$ cat src/rtl/decode_pkg.sv
// Shared constants for the instruction-decode stage: opcode values,
// instruction field offsets, one-hot class codes and buffer state encoding.
package decode_pkg;

    // Opcode values (instr[31:27])
    localparam logic [4:0] OP_R    = 5'b00000;
    localparam logic [4:0] OP_J    = 5'b00001;
    localparam logic [4:0] OP_BNE  = 5'b00010;
    localparam logic [4:0] OP_JAL  = 5'b00011;
    localparam logic [4:0] OP_JR   = 5'b00100;
    localparam logic [4:0] OP_ADDI = 5'b00101;
    localparam logic [4:0] OP_BLT  = 5'b00110;
    localparam logic [4:0] OP_SW   = 5'b00111;
    localparam logic [4:0] OP_LW   = 5'b01000;
    localparam logic [4:0] OP_SETX = 5'b10101;
    localparam logic [4:0] OP_BEX  = 5'b10110;

    // Low bit of each 5-bit field
    localparam int OPC_LSB   = 27;
    localparam int RD_LSB    = 22;
    localparam int RS_LSB    = 17;
    localparam int RT_LSB    = 12;
    localparam int SHAMT_LSB = 7;
    localparam int ALUOP_LSB = 2;

    // One-hot instruction class {jII, jI, i, r}
    localparam logic [3:0] CLS_NONE = 4'b0000;
    localparam logic [3:0] CLS_R    = 4'b0001;
    localparam logic [3:0] CLS_I    = 4'b0010;
    localparam logic [3:0] CLS_JI   = 4'b0100;
    localparam logic [3:0] CLS_JII  = 4'b1000;

    // Fixed link / status destinations
    localparam logic [4:0] RA      = 5'd31;
    localparam logic [4:0] RSTATUS = 5'd30;

    typedef enum logic [1:0] {
        EMPTY = 2'd0,
        ONE   = 2'd1,
        FULL  = 2'd2
    } buf_state_e;

endpackage

$ cat src/rtl/decode_if.sv
// Handshake and decoded-bundle signals between fetch, the decode stage and
// register-read. master = surrounding pipeline, slave = decode stage.
interface decode_if #(
    parameter int DATA_W = 32,
    parameter int PC_W   = 32
);
    logic              in_valid;
    logic              in_ready;
    logic [31:0]       in_instr;
    logic [PC_W-1:0]   in_pc;
    logic              out_valid;
    logic              out_ready;
    logic [PC_W-1:0]   out_pc;
    logic [4:0]        opcode;
    logic [4:0]        rd;
    logic [4:0]        rs;
    logic [4:0]        rt;
    logic [4:0]        shamt;
    logic [4:0]        alu_op;
    logic [DATA_W-1:0] imm_ext;
    logic [DATA_W-1:0] tgt_ext;
    logic [3:0]        cls;
    logic              wr_en;
    logic [4:0]        wr_addr;
    logic              illegal;

    modport master (
        output in_valid, in_instr, in_pc, out_ready,
        input  in_ready, out_valid, out_pc, opcode, rd, rs, rt, shamt, alu_op,
               imm_ext, tgt_ext, cls, wr_en, wr_addr, illegal
    );

    modport slave (
        input  in_valid, in_instr, in_pc, out_ready,
        output in_ready, out_valid, out_pc, opcode, rd, rs, rt, shamt, alu_op,
               imm_ext, tgt_ext, cls, wr_en, wr_addr, illegal
    );
endinterface

$ cat src/rtl/decode_fields.sv
// Purely combinational instruction decoder: instr + pc -> decoded bundle.
// Optional macro DECODE_ILLEGAL_EN: flag undefined opcodes on illegal_o.
module decode_fields
    import decode_pkg::*;
#(
    parameter int DATA_W = 32,
    parameter int PC_W   = 32
) (
    input  logic [31:0]       instr_i,
    input  logic [PC_W-1:0]   pc_i,
    output logic [PC_W-1:0]   pc_o,
    output logic [4:0]        opcode_o,
    output logic [4:0]        rd_o,
    output logic [4:0]        rs_o,
    output logic [4:0]        rt_o,
    output logic [4:0]        shamt_o,
    output logic [4:0]        alu_op_o,
    output logic [DATA_W-1:0] imm_ext_o,
    output logic [DATA_W-1:0] tgt_ext_o,
    output logic [3:0]        cls_o,
    output logic              wr_en_o,
    output logic [4:0]        wr_addr_o,
    output logic              illegal_o
);
    logic signed [16:0] imm_s;

    assign pc_o      = pc_i;
    assign opcode_o  = instr_i[OPC_LSB   +: 5];
    assign rd_o      = instr_i[RD_LSB    +: 5];
    assign rs_o      = instr_i[RS_LSB    +: 5];
    assign rt_o      = instr_i[RT_LSB    +: 5];
    assign shamt_o   = instr_i[SHAMT_LSB +: 5];
    assign alu_op_o  = instr_i[ALUOP_LSB +: 5];
    assign imm_s     = $signed(instr_i[16:0]);
    assign imm_ext_o = DATA_W'(imm_s);
    assign tgt_ext_o = DATA_W'(instr_i[26:0]);
    assign wr_en_o   = (wr_addr_o != 5'd0);

    // Classify the opcode and pick the effective writeback register
    always_comb begin
        cls_o     = CLS_NONE;
        wr_addr_o = 5'd0;
        case (opcode_o)
            OP_R:                  begin cls_o = CLS_R;  wr_addr_o = rd_o;    end
            OP_ADDI, OP_LW:        begin cls_o = CLS_I;  wr_addr_o = rd_o;    end
            OP_SW, OP_BNE, OP_BLT: begin cls_o = CLS_I;                       end
            OP_J, OP_BEX:          begin cls_o = CLS_JI;                      end
            OP_JAL:                begin cls_o = CLS_JI; wr_addr_o = RA;      end
            OP_SETX:               begin cls_o = CLS_JI; wr_addr_o = RSTATUS; end
            OP_JR:                 begin cls_o = CLS_JII;                     end
            default:               begin                                      end
        endcase
    end

`ifdef DECODE_ILLEGAL_EN
    assign illegal_o = (cls_o == CLS_NONE);
`else
    assign illegal_o = 1'b0;
`endif

endmodule

$ cat src/rtl/decode_stage.sv
// Registered decode stage: decodes on entry and holds decoded bundles in a
// 2-entry FIFO skid buffer so in_ready never depends on out_ready
// combinationally. Optional macro DECODE_ILLEGAL_EN (see decode_fields).
module decode_stage
    import decode_pkg::*;
#(
    parameter int DATA_W = 32,
    parameter int PC_W   = 32
) (
    input logic     clock,
    input logic     reset,
    input logic     flush,
    decode_if.slave bus
);
    typedef struct packed {
        logic [PC_W-1:0]   pc;
        logic [4:0]        opcode;
        logic [4:0]        rd;
        logic [4:0]        rs;
        logic [4:0]        rt;
        logic [4:0]        shamt;
        logic [4:0]        alu_op;
        logic [DATA_W-1:0] imm_ext;
        logic [DATA_W-1:0] tgt_ext;
        logic [3:0]        cls;
        logic              wr_en;
        logic [4:0]        wr_addr;
        logic              illegal;
    } entry_t;

    entry_t     dec_w, head_w;
    entry_t     slot0_q, slot0_d, slot1_q, slot1_d;
    buf_state_e state_q, state_d;
    logic       rdy_q, vld_q;
    logic       push, pop;

    decode_fields #(.DATA_W(DATA_W), .PC_W(PC_W)) u_fields (
        .instr_i   (bus.in_instr),
        .pc_i      (bus.in_pc),
        .pc_o      (dec_w.pc),
        .opcode_o  (dec_w.opcode),
        .rd_o      (dec_w.rd),
        .rs_o      (dec_w.rs),
        .rt_o      (dec_w.rt),
        .shamt_o   (dec_w.shamt),
        .alu_op_o  (dec_w.alu_op),
        .imm_ext_o (dec_w.imm_ext),
        .tgt_ext_o (dec_w.tgt_ext),
        .cls_o     (dec_w.cls),
        .wr_en_o   (dec_w.wr_en),
        .wr_addr_o (dec_w.wr_addr),
        .illegal_o (dec_w.illegal)
    );

    // Flush wins over both sides of the handshake in the same cycle
    assign push = bus.in_valid & rdy_q & ~flush;
    assign pop  = vld_q & bus.out_ready & ~flush;

    // Next occupancy and slot contents; slot0 is always the head entry
    always_comb begin
        state_d = state_q;
        slot0_d = slot0_q;
        slot1_d = slot1_q;
        if (flush) begin
            state_d = EMPTY;
        end else begin
            case (state_q)
                EMPTY: if (push) begin
                    slot0_d = dec_w;
                    state_d = ONE;
                end
                ONE: begin
                    if (push && pop) begin
                        slot0_d = dec_w;
                    end else if (push) begin
                        slot1_d = dec_w;
                        state_d = FULL;
                    end else if (pop) begin
                        state_d = EMPTY;
                    end
                end
                FULL: if (pop) begin
                    slot0_d = slot1_q;
                    state_d = ONE;
                end
                default: state_d = EMPTY;
            endcase
        end
    end

    // Occupancy FSM with registered in_ready / out_valid
    always_ff @(posedge clock) begin
        if (reset) begin
            state_q <= EMPTY;
            rdy_q   <= 1'b0;
            vld_q   <= 1'b0;
        end else begin
            state_q <= state_d;
            rdy_q   <= (state_d != FULL);
            vld_q   <= (state_d != EMPTY);
        end
    end

    // Decoded-bundle storage; contents are don't-care while not occupied
    always_ff @(posedge clock) begin
        slot0_q <= slot0_d;
        slot1_q <= slot1_d;
    end

    // Idle outputs read as zero
    assign head_w = vld_q ? slot0_q : '0;

    assign bus.in_ready  = rdy_q;
    assign bus.out_valid = vld_q;
    assign bus.out_pc    = head_w.pc;
    assign bus.opcode    = head_w.opcode;
    assign bus.rd        = head_w.rd;
    assign bus.rs        = head_w.rs;
    assign bus.rt        = head_w.rt;
    assign bus.shamt     = head_w.shamt;
    assign bus.alu_op    = head_w.alu_op;
    assign bus.imm_ext   = head_w.imm_ext;
    assign bus.tgt_ext   = head_w.tgt_ext;
    assign bus.cls       = head_w.cls;
    assign bus.wr_en     = head_w.wr_en;
    assign bus.wr_addr   = head_w.wr_addr;
    assign bus.illegal   = head_w.illegal;

endmodule

$ cat src/flat_wrapper.sv
// flat-port wrapper written by rule: the top's interface ports become plain ports
module decode_stage_flat import decode_pkg::*;
#(
    parameter int DATA_W = 32,
    parameter int PC_W   = 32
)
  (clock, reset, flush, bus_in_valid, bus_in_instr, bus_in_pc, bus_out_ready, bus_in_ready, bus_out_valid, bus_out_pc, bus_opcode, bus_rd, bus_rs, bus_rt, bus_shamt, bus_alu_op, bus_imm_ext, bus_tgt_ext, bus_cls, bus_wr_en, bus_wr_addr, bus_illegal);
  decode_if #(.DATA_W(DATA_W), .PC_W(PC_W)) bus_i ();
  input logic clock;
  input logic reset;
  input logic flush;
  input wire logic [$bits(bus_i.in_valid)-1:0] bus_in_valid;
  input wire logic [$bits(bus_i.in_instr)-1:0] bus_in_instr;
  input wire logic [$bits(bus_i.in_pc)-1:0] bus_in_pc;
  input wire logic [$bits(bus_i.out_ready)-1:0] bus_out_ready;
  output wire logic [$bits(bus_i.in_ready)-1:0] bus_in_ready;
  output wire logic [$bits(bus_i.out_valid)-1:0] bus_out_valid;
  output wire logic [$bits(bus_i.out_pc)-1:0] bus_out_pc;
  output wire logic [$bits(bus_i.opcode)-1:0] bus_opcode;
  output wire logic [$bits(bus_i.rd)-1:0] bus_rd;
  output wire logic [$bits(bus_i.rs)-1:0] bus_rs;
  output wire logic [$bits(bus_i.rt)-1:0] bus_rt;
  output wire logic [$bits(bus_i.shamt)-1:0] bus_shamt;
  output wire logic [$bits(bus_i.alu_op)-1:0] bus_alu_op;
  output wire logic [$bits(bus_i.imm_ext)-1:0] bus_imm_ext;
  output wire logic [$bits(bus_i.tgt_ext)-1:0] bus_tgt_ext;
  output wire logic [$bits(bus_i.cls)-1:0] bus_cls;
  output wire logic [$bits(bus_i.wr_en)-1:0] bus_wr_en;
  output wire logic [$bits(bus_i.wr_addr)-1:0] bus_wr_addr;
  output wire logic [$bits(bus_i.illegal)-1:0] bus_illegal;
  assign bus_i.in_valid = bus_in_valid;
  assign bus_i.in_instr = bus_in_instr;
  assign bus_i.in_pc = bus_in_pc;
  assign bus_i.out_ready = bus_out_ready;
  assign bus_in_ready = bus_i.in_ready;
  assign bus_out_valid = bus_i.out_valid;
  assign bus_out_pc = bus_i.out_pc;
  assign bus_opcode = bus_i.opcode;
  assign bus_rd = bus_i.rd;
  assign bus_rs = bus_i.rs;
  assign bus_rt = bus_i.rt;
  assign bus_shamt = bus_i.shamt;
  assign bus_alu_op = bus_i.alu_op;
  assign bus_imm_ext = bus_i.imm_ext;
  assign bus_tgt_ext = bus_i.tgt_ext;
  assign bus_cls = bus_i.cls;
  assign bus_wr_en = bus_i.wr_en;
  assign bus_wr_addr = bus_i.wr_addr;
  assign bus_illegal = bus_i.illegal;
  decode_stage #(.DATA_W(DATA_W), .PC_W(PC_W)) u_core (.clock(clock), .reset(reset), .flush(flush), .bus(bus_i));
endmodule
$ cat config.mk
export PLATFORM = sky130hd
export DESIGN_NAME = decode_stage_flat
export DESIGN_NICKNAME = d
export VERILOG_FILES = /design/src/rtl/decode_pkg.sv /design/src/rtl/decode_if.sv /design/src/rtl/decode_fields.sv /design/src/rtl/decode_stage.sv /design/src/flat_wrapper.sv
export SDC_FILE = /design/constraint.sdc
export NUM_CORES = 1
export LEC_CHECK = 0
export CAP_MARGIN = 10
export CORE_UTILIZATION = 45
export CTS_BUF_LIST = sky130_fd_sc_hd__clkbuf_8 sky130_fd_sc_hd__clkbuf_16
export DETAILED_ROUTE_END_ITERATION = 8
export GPL_TIMING_DRIVEN = 0
export MAX_ROUTING_LAYER = met4
export PLACE_DENSITY = 0.82
export SYNTH_ARGS = -nofsm -noshare
export SYNTH_HDL_FRONTEND = slang
export SYNTH_SLANG_ARGS = --single-unit
export TNS_END_PERCENT = 5
$ cat constraint.sdc
create_clock -name clock -period 10.5 [get_ports clock]
set_clock_uncertainty 0.15 [all_clocks]
set_input_delay 2.1 -clock clock [delete_from_list [all_inputs] [get_ports clock]]
set_output_delay 2.1 -clock clock [all_outputs]
set_load 0.005 [all_outputs]
[Word level (Yosys, flattened, before mapping)]
Index checks and enable logic that the tools add are counted.
W data, S select, Z words.
Word-level totals
  bits in registers: 257
  input port bits: 69
  output and inout bits: 139
Operators by class
  equal/unequal tests: 16
  muxes and demuxes: 14
  bitwise gates (word level): 6
  reductions and logical operators: 11
Operator list (number)
  $mux W137: 4
  $pmux W137 S3: 1
  $eq A5 B3 Y1 const B: 4
  $pmux W4 S4: 1
  $pmux W5 S3: 1
  $mux W2: 6
  $eq A5 B2 Y1 const B: 2
  $eq A5 B5 Y1 const B: 2
  $ne A2 B1 Y1 const B: 3
  $pmux W2 S3: 1
  $eq A5 B1 Y1 const B: 1
  $eq A5 B4 Y1 const B: 1
  $logic_not A5 Y1: 1
  $reduce_and A5 Y1: 1
  $reduce_bool A5 Y1: 1
  $reduce_or A5 Y1: 1
  $and A1 B1 Y1: 4
  $reduce_and A4 Y1: 1
  $reduce_or A4 Y1: 1
  $reduce_bool A3 Y1: 1
  $reduce_or A3 Y1: 1
  $eq A2 B1 Y1 const B: 1
  $eq A2 B2 Y1 const B: 1
  $logic_not A2 Y1: 1
  other kinds (4): 5

[Logic depth before layout (Yosys ltp)]
Gate-level depths: netlist of the first run.
  depth after elaboration: 8
  mapped depth: 7
  mapped depth without buffers: 4

[Modules after synthesis]
Synthesis of the first run repeated with hierarchy kept, for this count alone.
Second synthesis, totals
  cell total of the unflattened synthesis: 778
  area, all modules: 12351.8 um2
Modules (own cells, without submodules)
  decode_stage: instances 1, cells each 607, area an instance 11135.7 um2, sequential area each 8308.0 um2
  decode_fields: instances 1, cells each 171, area an instance 1216.2 um2, sequential area each 0.0 um2

[Worst setup path before layout of the first run]
No wires, ideal clock.
  path type: input to register
  start point: input flush
  end point: register u_core.slot1_q[100] in the netlist's numbering (enable)
  library setup time: 597 ps
  arrival: 7429 ps
  data required time: 9753 ps
  path slack: 2324 ps
  stages on the path: 2
  path buffers: 0
  cell sequence: nand3b_1 -> nor3_1
Between the ends
  word-level cells in the longest chain between the ends: 5
  elaborated cells between the ends (all ways): 6
  classes of those cells: 4 x bitwise; 2 x reduce/logical
RTL lines
  from (decl): line flat_wrapper.sv:11  | input logic flush;
  $not A1 Y1 (no source line) *
  $and A1 B1 Y1, on equally long branches: line decode_stage.sv:56, decode_stage.sv:57
  $logic_and A1 B1 Y1: line decode_stage.sv:73  | if (push && pop) begin
  $not A1 Y1 (no source line)
  $reduce_and A4 Y1 (no source line) *
  to (signal assigned): line decode_stage.sv:107  | slot1_q <= slot1_d;
  to (decl): line decode_stage.sv:32  | entry_t slot0_q, slot0_d, slot1_q, slot1_d;
Every way passes the cells marked *; elsewhere a longest branch is shown, timed or not.
A chain may end at the register's enable or synchronous reset.

[Worst setup path in the final report of the first run]
  start point: register u_core.vld_q (netlist: u_core.bus.out_valid)
  end point: output bus_imm_ext[19]
Between the ends
  word-level cells in the longest chain between the ends: 1
RTL lines
  from (decl): line decode_stage.sv:34  | logic rdy_q, vld_q;
  from (signal assigned): line decode_stage.sv:100  | vld_q <= (state_d != EMPTY);
  $mux W137: line decode_stage.sv:111  | assign head_w = vld_q ? slot0_q : '0;
  to (decl): line flat_wrapper.sv:25  | output wire logic [$bits(bus_i.imm_ext)-1:0] bus_imm_ext;
No other way between the ends.

==> run metrics, run 1 <==
height of the die 126 microns; Die Area 0.0159 sq mm; CP most frequent cell clkbuf_1; endpoints failing hold 0; Slew @ Worst Pin 0.853 ns; highest-delay cell along the critical path and2_1; met2 usage 36.3%; overflow left after global routing 0; Max Fclk 0.194 GHz; Critical Path Sink Type output pin; Total Routed Length 16.0 mm; Sw Pwr 0.272 mW; CP arrival 2.90 ns; Synth Flop Type edfxtp_1; IO Port Bufs 201; Post-Syn Instances 592; Tmin final 5.15 ns; Critical Path, Cell by Cell clkbuf_1, clkbuf_1, and2_1, buf_4, clkdlybuf4s50_1; DRC viols 0; number of vias per cell 4.77; Logic pwr share 6.4%; Clock transition at path regs 0.06 ns; Setup Viol. Count Final 0; Util after Layout 67.4%; Fill cells 1120; Pint 1.12 mW; first-pass GRT wire length 24.6 mm; Fin Hold WS 0.356 ns; fin crit share 49.0%; Multi-input gate area 0.00176 sq mm; Worst setup SP type register; row cnt 44; pwr dens 140 mW/mm^2; Final Power 1.39 mW; max_slew headroom 43.0%; Final ANT Viol Nets 0; sequential power share 48.5%; met3 Track Usage GR 4.93%; diodes inserted 0; # hold bufs at CTS 0; total number of vias 4883; WP data required 8.25 ns; Lkg Pwr 3.89 nW; Clock Sinks 152; htree depth 4; max cap viols 0; vias in the first global route 4604; Die W 126 microns; Most Crowded Layer GR met2; post-synthesis sequential area ratio 65.3%; initial DRC count 289; Clk pwr share 45.1%; Initial Util 46.9%; average wire per standard cell 15.7 microns; final net count 895; status finished clean; HPWL Detailed 11.6 mm; Synth Area per Inst 11.7 sq um; Pre-Repair DR Iteration Count 5; Synth cell types 42; Yosys reg bits 152; CORE AREA 0.0148 sq mm; number of antenna violations at the first check in global routing 0; gr usage total 21.3%; Placer Congestion 0.812; post-synthesis async set-or-reset flop share 0%; I/O pins 208; Slew Viols, Final 0; maximum VDD drop 90.3 uV; CTS Buf Count 17; register area 0.00452 sq mm; Resize count post-CTS 0; WS Path Type reg -> out; Synth-to-Final Area Change 43.5%; clock latency on the worst-skew pair 0.42 ns; mapped cell area 0.00693 sq mm; Worst Hold Class reg -> reg; RSZ-0062 raised after global routing false; setup bufs post-CTS 0; TritonCTS clock tree built; layout cells sized above 1 16.8%; YS warnings 0; Net Sw Frac 19.6%; max incr delay on CP 0.53 ns; Max Root-Sink Buffers 2; CP max FO 18; Root Buffer clkbuf_16; Post-synth EDFFs 148; largest net degree at the start of global routing 29; GR Layer Usage met1 24.9%
[power groups by stage]
stage	registers, mW	clock network, mW	logic [mW]
2_1_floorplan	0.688	0	0.0370
3_3_place_gp	0.688	0	0.0853
3_5_place_dp	0.687	0	0.0893
4_1_cts	0.674	0.638	0.0899
5_1_grt	0.674	0.663	0.0978
6_report	0.674	0.628	0.0895
[synth_stat cells, types with 2 or more instances]
cell type  number  area (sq um)
nand2_1       198           743
edfxtp_1      148          4440
and2_1         76           475
buf_4          64           480
nor2_1         14          52.6
clkbuf_1       12          45.0
buf_2          10          50.1
a21oi_1         6          30.0
mux2_2          6          67.6
nor3_1          6          30.0
o21ai_1         5          25.0
buf_6           4          45.0
clkbuf_8        4          55.1
dfxtp_1         4          80.1
a22o_2          3          30.0
nand3b_1        3          22.5
mux2i_1         2          20.0
nand4b_1        2          17.5
o31ai_1         2          15.0
[logic make-up after synthesis]
| family | after synthesis | share of synthesized area (%) |
|---|---|---|
| AO/OA/AOI/OAI | 25 | 2.62 |
| AND/OR/NAND/NOR | 311 | 20.9 |
| buffers and inverters | 95 | 9.81 |
| other | 1 | 0.0541 |
| flip-flops | 152 | 65.3 |
| multiplexers | 8 | 1.26 |
[through the flow]
stage          cell area [sq um]  std cells  setup WS [ns]  setup TNS, ns
6_report                    9940       1023           5.35              0
5_1_grt                     9940       1023           5.07              0
4_1_cts                     9940       1023           5.25              0
3_5_place_dp                9330        991           5.60              0
3_3_place_gp                9190        982         -0.960         -70.58
2_1_floorplan               6950        597           2.32              0
[routing by layer]
metal / vias to the layer above / part of all wire (%)
met5: - / 0
met4: 0 / 1.2
met3: 18 / 6.4
met2: 181 / 52
met1: 2292 / 41
li1: 2392 / -
[critical path, delay by kind of cell, from the launching register on]
kind	cells	cell delay, ns
buffers and inverters	4	1.53
and+or+nand+nor	1	0.53
DFF	1	0.41
[registers in the layout, summed over array words and instances, names as in the netlist]
register / count
u_core.state_q: 2
u_core.slot1_q: 74
u_core.slot0_q: 74
u_core.bus.out_valid: 1
u_core.bus.in_ready: 1
[layout by cell type, fill, tap and decap left out, drive strengths merged, types with 2 or more instances in the layout]
master,count
nor4,2
nor2,14
a21o,2
nand2,198
nand4b,2
clkinv,5
dfxtp,4
buf,87
o31ai,2
bufinv,4
edfxtp,148
a22o,3
clkinvlp,5
mux2,6
nor3,7
clkdlybuf4s50,201
mux2i,2
conb,6
clkbuf,33
inv,2
nand3b,3
o21ai,6
and2,76
nor2b,2
a21oi,6
[worst paths after layout]
kind	start	slack [ns]	endpoint	cells past startpoint
setup / recovery	u_core.bus.out_valid$_SDFF_PP0_	5.35	bus_imm_ext[19]	5
hold / removal	u_core.slot1_q[49]$_DFFE_PP_	0.36	u_core.slot0_q[49]$_DFFE_PP_	2
setup reg to reg	u_core.bus.in_ready$_SDFF_PP0_	8.09	u_core.slot0_q[109]$_DFFE_PP_	4
hold reg to reg	u_core.slot1_q[49]$_DFFE_PP_	0.36	u_core.slot0_q[49]$_DFFE_PP_	2
[layout make-up]
class,instances,share of cell area (%)
tap,184,2.32
buffer,94,6.80
timing repair buffer,210,21.5
sequential,152,45.5
multi-input combinational,350,17.7
clock buffer,17,4.28
clock inverter,15,1.86
inverter,1,0.0378
(Power assumes the default switching activity.)
==> run 2: changes to the inputs <==
Clock period 10.5 ns to 5 ns, I/O delays scaled along.
==> run 2 against run 1 <==
Sequential share of layout area is 0.19 points lower. Final area grew 0.43%. Cell count shrank 0.20%. Routed wire length rose by 2.0%. Critical endpoint is now bus_imm_ext[27]. Non-clock buffer count fell by 2.
==> run metrics, run 2 (synthesized netlist as in run 1, its figures left out) <==
status finished clean; most frequent cells in the layout clkdlybuf4s50_1, nand2_1, edfxtp_1, and2_1, buf_4; # hold bufs at CTS 0; row cnt 44; number of vias per cell 4.83; Lkg Pwr 3.91 nW; highest-delay cell along the critical path and2_1; Die W 126 microns; flop2flop setup slack 2.60 ns; TritonCTS clock tree built; gr usage total 22.2%; CTS Buf Count 17; number of antenna violations at the first check in global routing 0; fin crit share 81.9%; CP arrival 2.95 ns; IO Port Bufs 201; WS Path Type reg -> out; Final Power 2.93 mW; clock latency on the worst-skew pair 0.42 ns; Clock transition at path regs 0.06 ns; Die Area 0.0159 sq mm; Critical Path Sink Type output pin; total number of vias 4928; endpoints failing hold 0; Multi-input gate area 0.00176 sq mm; Pre-Repair DR Iteration Count 5; vias in the first global route 4797; HPWL Detailed 11.6 mm; Inst Count DP 989; Root Buffer clkbuf_16; final std cells w/o fill 1021; Max Root-Sink Buffers 2; Placed Area 0.00937 sq mm; Total Routed Length 16.3 mm; Resize count post-CTS 0; max cap viols 0; Placer Congestion 0.803; final net count 893; diodes inserted 0; I/O pins 208; DRC viols 0; Worst setup SP type register; height of the die 126 microns; Initial Util 46.9%; htree depth 4; Util after Layout 67.6%; Fill cells 1121; register area 0.00452 sq mm; WP data required 3.85 ns; Tmin final 4.10 ns; Slew @ Worst Pin 0.726 ns; first-pass GRT wire length 25.6 mm; Slew Viols, Final 0; commonest non-fill, non-tap cell in the layout clkdlybuf4s50_1; CP most frequent cell clkbuf_1; Critical Path, Cell by Cell clkbuf_1, clkbuf_1, and2_1, buf_4, clkdlybuf4s50_1; layout cells sized above 1 16.5%; max_slew headroom 51.5%; Synth-to-Final Area Change 44.1%; CP max FO 18; CORE AREA 0.0148 sq mm; average wire per standard cell 16.0 microns; Setup Viol. Count Final 0; Worst Hold Class reg -> reg; overflow left after global routing 0; max incr delay on CP 0.53 ns; cell area after layout 0.00998 sq mm; pwr dens 294 mW/mm^2; Max Fclk 0.244 GHz; initial DRC count 266; Clock Sinks 152; RSZ-0062 raised after global routing false; Final ANT Viol Nets 0; largest net degree at the start of global routing 28; largest registers u_core.slot0_q x74, u_core.slot1_q x74, u_core.state_q x2; setup bufs post-CTS 0; maximum VDD drop 193 uV
[run 2: changes by cell type in the layout (fill, tap and decap cells not counted), sizes merged]
cell      change
clkinv        +1
inv           +2
clkinvlp      -3
buf           -2
[run 2: metrics by stage]
stage / setup slack, ns / TNS, ns / hold WS, ns
3_3_place_gp: -3.52 / -408.16 / 0.338
6_report: 0.903 / 0 / 0.354
5_1_grt: 0.615 / 0 / 0.372
2_1_floorplan: -0.885 / -65.51 / 0.334
3_5_place_dp: 1.22 / 0 / 0.341
4_1_cts: 0.829 / 0 / 0.358
[run 2: metal layers]
layer	routed length (microns)	global-route usage, %	up-vias
met5	0	-	-
met4	359	7.87	0
met3	1050	5.95	26
met2	8210	37.0	210
met1	6720	25.9	2301
li1	-	-	2391
[run 2: worst max-delay path: cells and delay by family, from the launching register on]
kind | cells | cell delay (ns)
buffers and inverters | 4 | 1.57
DFF | 1 | 0.42
and+or+nand+nor | 1 | 0.53
[run 2: path summary, 6_finish.rpt]
check	from	to	cells past startpoint
max	u_core.bus.out_valid$_SDFF_PP0_	bus_imm_ext[27]	5
min	u_core.slot1_q[102]$_DFFE_PP_	u_core.slot0_q[102]$_DFFE_PP_	2
max reg2reg	u_core.bus.in_ready$_SDFF_PP0_	u_core.slot0_q[130]$_DFFE_PP_	5
min reg2reg	u_core.slot1_q[102]$_DFFE_PP_	u_core.slot0_q[102]$_DFFE_PP_	2
[run 2: power by group]
part / total, mW / switching [mW] / internal [mW] / leakage (nW)
sequential: 1.42 / 0.00332 / 1.41 / 1.37
clock: 1.33 / 0.500 / 0.827 / 0.303
combinational: 0.190 / 0.0772 / 0.113 / 2.24
total: 2.93 / 0.580 / 2.35 / 3.91
[run 2: layout make-up]
cell class | count | share of cell area (%)
clock buffer | 17 | 4.26
multi-input combinational | 350 | 17.7
sequential | 152 | 45.3
tap | 184 | 2.31
clock inverter | 15 | 1.84
buffer | 94 | 6.77
inverter | 1 | 0.0376
timing repair buffer | 208 | 21.8
==> variant 1 (flow settings as in run 2) <==
`DATA_W` is set to 32 in 4 places; all go to 16.
--- a/src/rtl/decode_if.sv
+++ b/src/rtl/decode_if.sv
@@ -2,5 +2,5 @@
 // register-read. master = surrounding pipeline, slave = decode stage.
 interface decode_if #(
-    parameter int DATA_W = 32,
+    parameter int DATA_W = 16,
     parameter int PC_W   = 32
 );
--- a/src/rtl/decode_fields.sv
+++ b/src/rtl/decode_fields.sv
@@ -4,5 +4,5 @@
     import decode_pkg::*;
 #(
-    parameter int DATA_W = 32,
+    parameter int DATA_W = 16,
     parameter int PC_W   = 32
 ) (
--- a/src/rtl/decode_stage.sv
+++ b/src/rtl/decode_stage.sv
@@ -5,5 +5,5 @@
     import decode_pkg::*;
 #(
-    parameter int DATA_W = 32,
+    parameter int DATA_W = 16,
     parameter int PC_W   = 32
 ) (
--- a/src/flat_wrapper.sv
+++ b/src/flat_wrapper.sv
@@ -2,5 +2,5 @@
 module decode_stage_flat import decode_pkg::*;
 #(
-    parameter int DATA_W = 32,
+    parameter int DATA_W = 16,
     parameter int PC_W   = 32
 )
Ports: changed (resized bus_imm_ext and bus_tgt_ext); port bits go from 208 to 176. No check against the original RTL was run, so the function may have changed too.
==> variant 1 against run 2 <==
  * Sequential share of layout area grew 4.0 points
  * Die area shrank 6.0%
  * Sequential cell count is the same
  * Critical path depth is the same
  * Area after synthesis shrank 6.1%
  * Core utilization shrank 2.1 points
  * Setup slack gained 0.38 ns
  * Worst hold slack gained 0.0023 ns
  * Register-to-register slack gained 0.31 ns
  * Combinational power shrank 8%
  * Global-route usage shrank 1.4 points
  * Cell area shrank 8.1%
  * Wire length shrank 12%
  * Total power shrank 1.6%
  * Largest power group unchanged
==> variant 1: results (changes against run 2) <==
cts.path.max_buffers: 2  # unchanged
insertedDiodeCount: 0  # unchanged
dr.pass1.iters: 5  # unchanged
min_period_ns: 3.716  # -0.3812 ns
viasPerCell: 4.882  # +1.2%
maxSlewHeadroom: 0.6453  # +0.1308
hold_start: "u_core.slot1_q[100]$_DFFE_PP_"
finalNetCount: 810  # -9.3%
seq_area_frac: 0.4935  # +0.04016
htreeDepth: 4  # unchanged
cp_slowest_cell: "clkbuf_1"
p_leak_nw: 3.501  # -11%
max_stage_delay_ns: 0.48  # -0.05 ns
place_ws_ns: 1.634  # +0.4102 ns
timing.rr.end: "u_core.slot0_q[79]$_DFFE_PP_"
yosys_most_used_dff: "edfxtp_1"
holdWs_ns: 0.3563  # +0.002285 ns
grt_max_degree: 36  # +29%
ir_worst_vdd_v: 0.0001873  # -3.0%
hold_depth: 2  # unchanged
layout.nonclk_buf_frac: 0.2362  # -0.04911
grtUsageTotal: 0.2080  # -0.01421
crit_path_max_fanout: 10  # -8
fill_cells: 1050  # -6.3%
hold_end: "u_core.slot0_q[100]$_DFFE_PP_"
multiInputGateArea_mm2: 0.001640  # -7.0%
grt_pass1_vias: 4572  # -4.7%
antenna_found_initial: 0  # unchanged
drt-initial-drc-count: 348  # +31%
reg2reg_from: "u_core.state_q[1]$_SDFF_PP0_"
route.final.wire_length_mm: 14.31  # -12%
clk_share: 0.06551  # +0.004453
netlist_instances: 544  # -8.1%
final_cells: 934  # -8.5%
reg2reg_slack_ns: 2.91  # +0.31 ns
async_flop_share: 0  # unchanged
yosys-top-cells-count: "nand2_1 (192), edfxtp_1 (148), and2_1 (74)"
crit_path_end: "bus_tgt_ext[5]"
portBuffers: 174  # -13%
inverters: 3  # +2
ys_seq_area_frac: 0.6955  # +0.04234
drive_gt1_frac: 0.1167  # -0.04816
yosys_warnings: 0  # unchanged
gp_congestion: 0.8572  # +6.8%
synth_edf_count: 148  # unchanged
grt_pass1_wl_mm: 22.44  # -12%
dpl.cell_count: 902  # -8.8%
arrival_ns: 2.57  # -0.38 ns
status: "complete, no violations"
dp_hpwl_mm: 10.12  # -13%
synth.area.top_cells: "edfxtp_1 (68%), nand2_1 (11%), and2_1 (7.1%)"
multi_input_comb_cells: 332  # -5.1%
nClkBuffers: 20  # +3
ys_types: 35  # -17%
hold_buffers: 0  # unchanged
num-nonclk-buffers: 235  # -22%
variant 1: cell count changes in the layout (fill, tap and decap cells not counted), sizes merged, moves of 3 or more:
cell and delta:
conb -5, buf -39, o21ai -4, or2 +3
clkdlybuf4s50 -27, mux2 +3, nor3 -5, o22ai +4
nand2 -6, a22o -3
variant 1: stage by stage:
stage          setup TNS (ns)  total power [W]  area, um2
2_1_floorplan               0         0.001521       6507
3_3_place_gp          -149.78         0.001622       8474
3_5_place_dp                0         0.001632       8567
4_1_cts                     0         0.002905       9168
5_1_grt                     0         0.002978       9168
6_report                    0         0.002884       9168
variant 1: metal layers:
metal | vias to the layer above | GRT usage | wire [um]
met3 | 23 | 0.04926 | 988
met2 | 197 | 0.3462 | 7287
met5 | - | - | 0
met1 | 2134 | 0.2425 | 5758
li1 | 2206 | - | -
met4 | 0 | 0.08460 | 276
variant 1: kinds of logic after synthesis:
| logic type | after synthesis | share of synthesized area |
|---|---|---|
| xor gates and xnor gates | 1 | 0.001347 |
| DFF | 152 | 0.6955 |
| AOI/OAI and AO/OA | 22 | 0.02212 |
| and+or+nand+nor | 298 | 0.2087 |
| other | 1 | 0.0005765 |
| muxes | 9 | 0.01558 |
| adders and majority gates | 1 | 0.001539 |
| buffers and inverters | 60 | 0.05462 |
variant 1: worst min-delay path, delay by kind of cell, from the launching register on:
| family | cells | cell delay, ns |
|---|---|---|
| flops | 1 | 0.32 |
| simple gates | 2 | 0.09 |
variant 1: where the power goes:
group          switching (W)  total [W]  leakage (nW)  internal [W]
logic              0.0000766   0.000175          1.82     0.0000989
clock network       0.000465    0.00128         0.309      0.000814
registers         0.00000559    0.00143          1.38       0.00142
==> variant 2 (settings of run 2) <==
Made on the original files. The 3 states of `buf_state_e` get a one-hot encoding in 3 bits.
--- a/src/rtl/decode_pkg.sv
+++ b/src/rtl/decode_pkg.sv
@@ -35,8 +35,8 @@
     localparam logic [4:0] RSTATUS = 5'd30;
 
-    typedef enum logic [1:0] {
-        EMPTY = 2'd0,
-        ONE   = 2'd1,
-        FULL  = 2'd2
+    typedef enum logic [2:0] {
+        EMPTY = 3'b001,
+        ONE   = 3'b010,
+        FULL  = 3'b100
     } buf_state_e;
 
Formal check against the unedited RTL: no difference found for any inputs over 4 cycles, from zero or initial values and one cycle with reset high; so few cycles prove little.
==> variant 2 against run 2 <==
  * The run now ends with DRC left
  * Critical path type unchanged
  * Cell area fell by 2.2%
  * Wire length fell by 12%
  * Fmax rose by 2.6%
  * Clock power fell by 14%
  * Area after synthesis fell by 0.89%
  * Setup slack improved by 0.10 ns
  * Global-route usage fell by 2.2 points
  * Via count fell by 11%
  * Non-clock buffer count fell by 13
  * Sequential cell count rose by 1
  * Critical path depth did not move
  * Total power fell by 5.3%
==> variant 2: results (changes against run 2) <==
fill_cells: 1060  # -5.4%
dp_hpwl_mm: 10.41  # -10%
ys_seq_area_frac: 0.6619  # +0.008749
ir_worst_vdd_v: 0.0002716  # +41%
grt_pass1_vias: 4498  # -6.2%
netlist_instances: 455  # -23%
dpl.cell_count: 851  # -14%
drt-initial-drc-count: 278  # +4.5%
drc: 21  # +21
grt_pass1_wl_mm: 23.13  # -9.8%
status: "complete, but fails checks"
timing.rr.end: "u_core.slot0_q[123]$_DFFE_PP_"
grt_max_degree: 39  # +39%
final_cells: 883  # -14%
placement.cell_area_mm2: 0.009225  # -1.5%
cp-startpoint: "u_core.bus.out_valid$_SDFF_PP0_"
arrival_ns: 2.84  # -0.11 ns
finalCritPeriodShare: 0.7988  # -0.02070
ys_types: 44  # +4.8%
p_leak_nw: 3.503  # -11%
top_regs: "u_core.slot0_q x74, u_core.slot1_q x74, u_core.state_q x3"
route.final.wire_length_mm: 14.43  # -12%
gp_congestion: 0.8187  # +2.0%
failed_checks: "DRC"
yosys-top-cells-count: "edfxtp_1 (148), and2_1 (76), buf_4 (65)"
reg2reg_from: "u_core.state_q[1]$_SDFF_PP0_"
finalNetCount: 755  # -15%
viasPerCell: 4.967  # +2.9%
drive_gt1_frac: 0.2461  # +0.08119
crit_path_end: "bus_imm_ext[30]"
grtUsageTotal: 0.1998  # -0.02241
place_ws_ns: 1.351  # +0.1273 ns
==> variant 2: kinds of logic after synthesis <==
kind of cell,count (synthesis),synth area share
muxes,72,0.1181
AOI/OAI and AO/OA,29,0.02898
buffers and inverters,86,0.08602
xor gates and xnor gates,1,0.001276
and+or+nand+nor,113,0.1032
DFF,153,0.6619
other,1,0.0005462
==> variant 2: final cells by class <==
type	instances	area, um2	share of cell area
Buffer	82	575.6	0.05896
Clock buffer	17	425.4	0.04358
Clock inverter	15	111.4	0.01141
Inverter	4	15.01	0.001538
Multi-Input combinational cell	221	1772	0.1815
Sequential cell	153	4544	0.4655
Tap cell	184	230.2	0.02358
Timing Repair Buffer	207	2088	0.2139
==> variant 2: per-layer routing <==
layer	wire [um]	vias up	track usage
li1	-	2062	-
met2	7102	200	0.3275
met1	6009	2105	0.2283
met3	1102	19	0.06461
met4	212	0	0.07461
met5	0	-	-
==> variant 2: report_power, final <==
| group | internal, W | leakage (nW) | switching, W |
|---|---|---|---|
| Clock | 0.000672 | 0.249 | 0.000482 |
| Sequential | 0.00143 | 1.41 | 0.00000412 |
| Combinational | 0.000120 | 1.85 | 0.0000725 |
| Total | 0.00222 | 3.50 | 0.000559 |
==> variant 2: worst min-delay path by stage <==
stage / startpoint / to / slack (ns) / depth (start not counted)
floorplan: u_core.slot1_q[95]$_DFFE_PP_ / u_core.slot0_q[95]$_DFFE_PP_ / 0.35 / 2
global placement: u_core.slot1_q[54]$_DFFE_PP_ / u_core.slot0_q[54]$_DFFE_PP_ / 0.37 / 1
detailed placement: u_core.slot1_q[10]$_DFFE_PP_ / u_core.slot0_q[10]$_DFFE_PP_ / 0.37 / 1
CTS: u_core.slot1_q[54]$_DFFE_PP_ / u_core.slot0_q[54]$_DFFE_PP_ / 0.39 / 1
global route: u_core.slot1_q[54]$_DFFE_PP_ / u_core.slot0_q[54]$_DFFE_PP_ / 0.40 / 1
finish: u_core.slot1_q[49]$_DFFE_PP_ / u_core.slot0_q[49]$_DFFE_PP_ / 0.39 / 1
==> variant 2: per-stage QoR <==
stage,total power (W),utilization,hold slack (ns)
after CTS,0.002806,0.6641,0.3889
after global placement,0.001642,0.6219,0.3656
after floorplan,0.001535,-,0.3463
final,0.002777,0.6641,0.3879
after detailed placement,0.001650,0.6276,0.3702
after global routing,0.002872,0.6641,0.3980
==> variant 2: critical path, cell delays in order (launching register included) <==
cell	delay (ns)
dfxtp_1	0.39
clkbuf_1	0.50
clkbuf_1	0.31
and2_1	0.53
buf_4	0.20
clkdlybuf4s50_1	0.49
